### config.mk
export PLATFORM = sky130hd
export DESIGN_NAME = div15_seq_flat
export DESIGN_NICKNAME = d
export VERILOG_FILES = /design/src/rtl/div15_seq_if.sv /design/src/rtl/div15_seq.sv /design/src/flat_wrapper.sv
export SDC_FILE = /design/constraint.sdc
export NUM_CORES = 1
export LEC_CHECK = 0
export BUFFER_PORTS_ARGS = -buffer_cell sky130_fd_sc_hd__buf_4
export CORE_ASPECT_RATIO = 0.6
export CORE_MARGIN = 3
export CORE_UTILIZATION = 35
export CTS_CLUSTER_SIZE = 20
export DETAILED_ROUTE_END_ITERATION = 8
export PLACE_DENSITY = 0.61
export SLEW_MARGIN = 20
export SYNTH_ARGS = -nofsm -noshare
export SYNTH_HDL_FRONTEND = slang
export SYNTH_SLANG_ARGS = --single-unit
### constraint.sdc
create_clock -name clk -period 3.5 [get_ports clk]
set_clock_uncertainty 0.15 [all_clocks]
set_input_delay 0.35 -clock clk [delete_from_list [all_inputs] [get_ports clk]]
set_output_delay 0.35 -clock clk [all_outputs]
set_load 0.01 [all_outputs]
### src/rtl/div15_seq_if.sv
// Operand/result handshake bundle for the sequential divider.
// The master side issues operands and consumes results; the divider is the slave.
interface div15_seq_if #(parameter int WIDTH = 15);
    logic             in_valid;
    logic             in_ready;
    logic [WIDTH-1:0] dividend;
    logic [WIDTH-1:0] divisor;
    logic             out_valid;
    logic             out_ready;
    logic [WIDTH-1:0] quotient;
    logic [WIDTH-1:0] remainder;
    logic             div_by_zero;
    logic             busy;

    modport master (
        output in_valid, dividend, divisor, out_ready,
        input  in_ready, out_valid, quotient, remainder, div_by_zero, busy
    );

    modport slave (
        input  in_valid, dividend, divisor, out_ready,
        output in_ready, out_valid, quotient, remainder, div_by_zero, busy
    );
endinterface

### src/rtl/div15_seq.sv
// Restoring shift-and-subtract unsigned divider, one quotient bit per clock.
// Operands arrive and results leave over valid/ready; operations never overlap.
module div15_seq #(
    parameter int WIDTH = 15
) (
    input logic         clk,
    input logic         rst,
    div15_seq_if.slave  bus
);
    localparam int            CW       = $clog2(WIDTH + 1);
    localparam logic [CW-1:0] CNT_INIT = CW'(WIDTH);
    localparam logic [CW-1:0] CNT_ONE  = CW'(1);

    typedef enum logic [1:0] {IDLE, CALC, DONE} state_t;

    state_t           state;
    logic [WIDTH-1:0] qreg;
    logic [WIDTH-1:0] dreg;
    logic [WIDTH-1:0] pr;
    logic [CW-1:0]    count;
    logic             dbz;
    logic [WIDTH:0]   pr_shift;
    logic [WIDTH:0]   trial;

    // The partial remainder always stays below the divisor, so its stored top
    // bit would be constant zero; only the shifted trial value needs WIDTH+1 bits.
    assign pr_shift = {pr, qreg[WIDTH-1]};
    assign trial    = pr_shift + ~{1'b0, dreg} + {{WIDTH{1'b0}}, 1'b1};

    always_ff @(posedge clk or posedge rst) begin
        if (rst) begin
            state <= IDLE;
            qreg  <= '0;
            dreg  <= '0;
            pr    <= '0;
            count <= '0;
            dbz   <= 1'b0;
        end else begin
            case (state)
                IDLE: begin
                    if (bus.in_valid) begin
                        dreg  <= bus.divisor;
                        count <= CNT_INIT;
                        if (bus.divisor == '0) begin
                            qreg  <= '1;
                            pr    <= bus.dividend;
                            dbz   <= 1'b1;
                            state <= DONE;
                        end else begin
                            qreg  <= bus.dividend;
                            pr    <= '0;
                            dbz   <= 1'b0;
                            state <= CALC;
                        end
                    end
                end
                CALC: begin
                    // A clear top bit of the trial means no borrow: keep the difference.
                    if (!trial[WIDTH]) begin
                        pr   <= trial[WIDTH-1:0];
                        qreg <= {qreg[WIDTH-2:0], 1'b1};
                    end else begin
                        pr   <= pr_shift[WIDTH-1:0];
                        qreg <= {qreg[WIDTH-2:0], 1'b0};
                    end
                    count <= count - CNT_ONE;
                    if (count == CNT_ONE) begin
                        state <= DONE;
                    end
                end
                DONE: begin
                    if (bus.out_ready) begin
                        state <= IDLE;
                    end
                end
                default: state <= IDLE;
            endcase
        end
    end

    assign bus.in_ready    = (state == IDLE);
    assign bus.out_valid   = (state == DONE);
    assign bus.busy        = (state == CALC);
    assign bus.quotient    = qreg;
    assign bus.remainder   = pr;
    assign bus.div_by_zero = dbz;
endmodule

### src/flat_wrapper.sv
// flat-port wrapper written by rule: the top's interface ports become plain ports
module div15_seq_flat 
#(
    parameter int WIDTH = 15
)
  (clk, rst, bus_in_valid, bus_dividend, bus_divisor, bus_out_ready, bus_in_ready, bus_out_valid, bus_quotient, bus_remainder, bus_div_by_zero, bus_busy);
  div15_seq_if #(.WIDTH(WIDTH)) bus_i ();
  input logic clk;
  input logic rst;
  input wire logic [$bits(bus_i.in_valid)-1:0] bus_in_valid;
  input wire logic [$bits(bus_i.dividend)-1:0] bus_dividend;
  input wire logic [$bits(bus_i.divisor)-1:0] bus_divisor;
  input wire logic [$bits(bus_i.out_ready)-1:0] bus_out_ready;
  output wire logic [$bits(bus_i.in_ready)-1:0] bus_in_ready;
  output wire logic [$bits(bus_i.out_valid)-1:0] bus_out_valid;
  output wire logic [$bits(bus_i.quotient)-1:0] bus_quotient;
  output wire logic [$bits(bus_i.remainder)-1:0] bus_remainder;
  output wire logic [$bits(bus_i.div_by_zero)-1:0] bus_div_by_zero;
  output wire logic [$bits(bus_i.busy)-1:0] bus_busy;
  assign bus_i.in_valid = bus_in_valid;
  assign bus_i.dividend = bus_dividend;
  assign bus_i.divisor = bus_divisor;
  assign bus_i.out_ready = bus_out_ready;
  assign bus_in_ready = bus_i.in_ready;
  assign bus_out_valid = bus_i.out_valid;
  assign bus_quotient = bus_i.quotient;
  assign bus_remainder = bus_i.remainder;
  assign bus_div_by_zero = bus_i.div_by_zero;
  assign bus_busy = bus_i.busy;
  div15_seq #(.WIDTH(WIDTH)) u_core (.clk(clk), .rst(rst), .bus(bus_i));
endmodule
# == After elaboration in Yosys (flattened, before gate mapping) ==
# Index checks and enable logic that the tools add are counted.
# word_totals
reg_bits,52
output_inout_bits,34
# op_classes
n_eq_ne,6
reduce_logical,6
add_sub_neg,3
bitwise_logic,1
muxes,16
# ops
operator,count
$mux 15,5
$pmux 15 s2,2
$add 16x1->16 const B,1
$add 16x16->16,1
$not 15->16,1
$logic_not 15->1,1
$mux 2,4
$pmux 4 s2,1
$pmux 2 s3,1
$eq 4x1->1 const B,1
$mux 4,1
$ne 2x2->1 const B,2
$reduce_and 2->1,2
$sub 4x1->4 const B,1
$reduce_and 3->1,1
$eq 2x1->1 const B,1
$eq 2x2->1 const B,1
$logic_not 2->1,1
$mux 1,2
$ne 2x1->1 const B,1
$reduce_bool 2->1,1

# == Depth between registers and ports, before layout ==
# logic_depth
ltp_word,5
depth_mapped,11
ltp_nobuf,10

# == Worst setup path before layout ==
# Ideal clock, no wire load.
# synth_path
path_type,flip-flop to flip-flop
startpoint,"register u_core.pr[9], in the netlist u_core.bus.remainder[9]"
endpoint,"register u_core.pr[12], in the netlist u_core.bus.remainder[12]"
stages_incl_launch_ff,11
setup_slack_ps,956
setup_ps,132
n_path_buf,2
required_time_ps,3218
arrival_ps,2262
cell_sequence,dfrtp_1 ha_1 buf_6 a21oi_2 o21ai_0 a221oi_2 o21ai_4 xor2_4 buf_8 mux2i_1 o21ai_1
# synth_via
elab_chain_len,4
# synth_rtl
element,line,source
from (decl),div15_seq.sv:19,logic [WIDTH-1:0] pr;
from (signal assigned),div15_seq.sv:46,pr <= bus.dividend;
from (signal assigned),div15_seq.sv:60,pr <= trial[WIDTH-1:0];
from (signal assigned),div15_seq.sv:63,pr <= pr_shift[WIDTH-1:0];
$add 16x16->16,div15_seq.sv:28,"assign trial = pr_shift + ~{1'b0, dreg} + {{WIDTH{1'b0}}, 1'b1};"
$add 16x1->16,div15_seq.sv:28,
$mux 15,div15_seq.sv:59,if (!trial[WIDTH]) begin
$pmux 15 s2,div15_seq.sv:39,case (state)
# Every way passes these cells.
# A chain may end at the register's enable or synchronous reset.

# == Worst setup path in the final report ==
# layout_path
startpoint,"register u_core.pr[9], in the netlist u_core.bus.remainder[9]"
endpoint,"register u_core.pr[1], in the netlist u_core.bus.remainder[1]"
# The elaborated chain is that of the path after synthesis.

==> results_dict.tcl <==
set metrics [dict create \
    io_buffers 67 \
    period_share_pct 83.7 \
    post-place-ws_ps 580 \
    drc 0 \
    ant_nets 0 \
    dpl.hpwl_um 6790 \
    seq_area_um2 1300 \
    gr-usage-all-layers_pct 18.0 \
    synth_top_area_share_pct 40.3 \
    maxCapViolations 0 \
    finalNonFillerCells 532 \
    grt_use_met1_pct 26.9 \
    r2r_end "u_core.bus.remainder[1]" \
    fmax_mhz 341 \
    drt-total-wl_um 8790 \
    r2r-start "u_core.bus.remainder[9]" \
    worstSetupPathType "reg2reg" \
    fin_util_pct 45.5 \
    synthArstFlopShare_pct 100 \
    synth_enable_flop_cells 0 \
    busiest_layer "met1" \
    cts_buffers 5 \
    synth_most_common_cell "dfrtp_1" \
    crit_cells 8 \
    yosys_warnings 0 \
    syn_area_um2 3230 \
    rr_worst_depth 8 \
    cts_tree "yes" \
    place_inst 524 \
    critPathBufInv 0 \
    max_stage_delay_ps 520 \
    cp-startpoint "u_core.bus.remainder[9]" \
    synthesis.nets 412 \
    multiInputGateArea_um2 1760 \
    yosys-top-cells-area "dfrtp_1, ha_1, nand2_1" \
    antenna-diode-count 0 \
    drt_iter0_markers 180 \
    finalNetCount 471 \
    grt_max_degree 36 \
    finalMaxSlewViolations 0 \
    cp-start-kind "flop" \
    outcome "complete, no violations" \
    cts_htree_levels 2 \
    cp-endpoint "u_core.bus.remainder[1]" \
    rows 26 \
    p_per_area_nw_per_um2 1240 \
    post_cts_resized 0 \
    tns_ps 0 \
    ctsHoldBuffers 0 \
    start_util_pct 36.9 \
    drive_above_1_share_pct 21.9 \
    arrival_ps 3010 \
    clk_pin_slew_ps 70 \
    io_pins 68 \
    crit_slowest_cell "xor2_4" \
    setup_ws_ps 569 \
    crit_family "compound AO/OA/AOI/OAI gates" \
    end_kind "flop" \
    synth_ff_type "dfrtp_1" \
    worst_pin_slew_ps 906 \
    met3_usage_pct 5.12 \
    drt-pass1-iter-count 4 \
    globalplace.congestion 0.853 \
    period_needed_ps 2930 \
    setup_viol 0 \
    clk_path_buf_depth 2 \
    p_leak_nw 1.80 \
    avgSynthCellArea_um2 8.97 \
    root_buffer "clkbuf_16" \
    routedWlPerCell_um 16.5 \
    cts_setup_buffers 0 \
    grt-ovfl-total 0 \
    die_x_um 130 \
    postSynthCellCount 360 \
    synth_top_area_cell "dfrtp_1" \
    ys_seq_elements 52 \
    grt_util_met2_pct 25.4 \
    fillers 844 \
    num_vias 2839 \
    die_area_um2 10500 \
    cp_cell_sequence "ha_1 -> a21oi_2 -> o21ai_0 -> a221oi_2 -> o21ai_4 -> xor2_4 -> mux2_4 -> o21ai_1" \
    fp.dieH_um 80.4 \
    grt_pass1_wl_um 14400 \
    hp-class "in2async" \
    rsz0062_at_grt "no" \
    worstSkewPairLatency_ps 300 \
    ys_types 58 \
    slew_headroom_pct 39.6 \
    cts_sinks 52 \
    final_hold_viol_count 0 \
    ys_seq_area_share_pct 40.3 \
    grt_antenna_before_repair 0 \
    grt_pass1_vias 2671 \
    ir_drop_mv 0.448 \
    vias_per_cell 5.34 \
    ys_top_cells_by_count "dfrtp_1, nand2_1, nor2_1, o21ai_1, inv_1" \
    synthToLayoutAreaGrowth_pct 23.4 \
    required_ps 3580 \
    core_area_um2 8750 \
    path_max_fanout 16 \
    rrSetupSlack_ps 570 \
]
state kept, by name, summed over array words and instances, names as in the netlist:
signal,flops
u_core.bus.remainder,15
u_core.count,4
u_core.bus.quotient,15
u_core.dreg,15
u_core.state,2
u_core.bus.div_by_zero,1
layer usage:
metal	vias up	share of wire (%)
li1	1392	-
met1	1362	49
met2	77	42
met3	8	7.4
met4	0	0.94
met5	-	0
area by class of cell:
class	instances	area share (%)
Tap cell	112	3.52
Inverter	21	1.98
Multi-Input combinational cell	268	44.2
Timing Repair Buffer	71	13.4
Clock inverter	3	1.16
Clock buffer	5	3.14
Sequential cell	52	32.7
cell usage in the layout (no fill, tap or decap), types with 3 or more instances in the layout:
master and n:
a21o_1 3, a21oi_1 11, a22oi_1 13, a31oi_1 3
and3_1 5, buf_4 71, clkbuf_16 5, dfrtp_1 52
ha_1 17, inv_1 19, mux2i_1 10, nand2_1 51
nor2_1 29, nor3_1 16, nor4_1 4, o21ai_0 13
o21ai_1 23, o31ai_1 15, xnor2_1 10
power by group:
part / switching [mW] / internal (mW)
Clock: 0.242 / 0.340
Combinational: 1.74 / 1.44
Sequential: 0.244 / 0.922
Total: 2.23 / 2.70
per-stage QoR:
| stage | instance area, um^2 | total power [mW] | hold WS (ps) |
|---|---|---|---|
| 6_report | 3990 | 4.93 | 30.6 |
| 3_3_place_gp | 3810 | 4.31 | 313 |
| 5_1_grt | 3990 | 5.43 | 105 |
| 3_5_place_dp | 3810 | 4.37 | 315 |
| 4_1_cts | 3990 | 4.97 | 69.7 |
| 2_1_floorplan | 3230 | 3.56 | 300 |
how the worst min path moves through the flow:
stage / startpoint / to
finish: rst / u_core.count[1]
detailed placement: u_core.bus.div_by_zero / u_core.bus.div_by_zero
CTS: rst / u_core.count[1]
global placement: u_core.bus.div_by_zero / u_core.bus.div_by_zero
floorplan: u_core.dreg[0] / u_core.dreg[0]
global route: rst / u_core.state[0]
cells by family after synthesis:
group | count (synthesis) | synth area share (%)
and+or+nand+nor | 122 | 17.3
buffers and inverters | 40 | 5.23
muxes | 13 | 4.26
xor gates and xnor gates | 14 | 4.61
AOI/OAI and AO/OA | 101 | 21.1
adders and majority gates | 18 | 7.20
DFF | 52 | 40.3
Note: power is estimated with default switching activity, not from simulation.
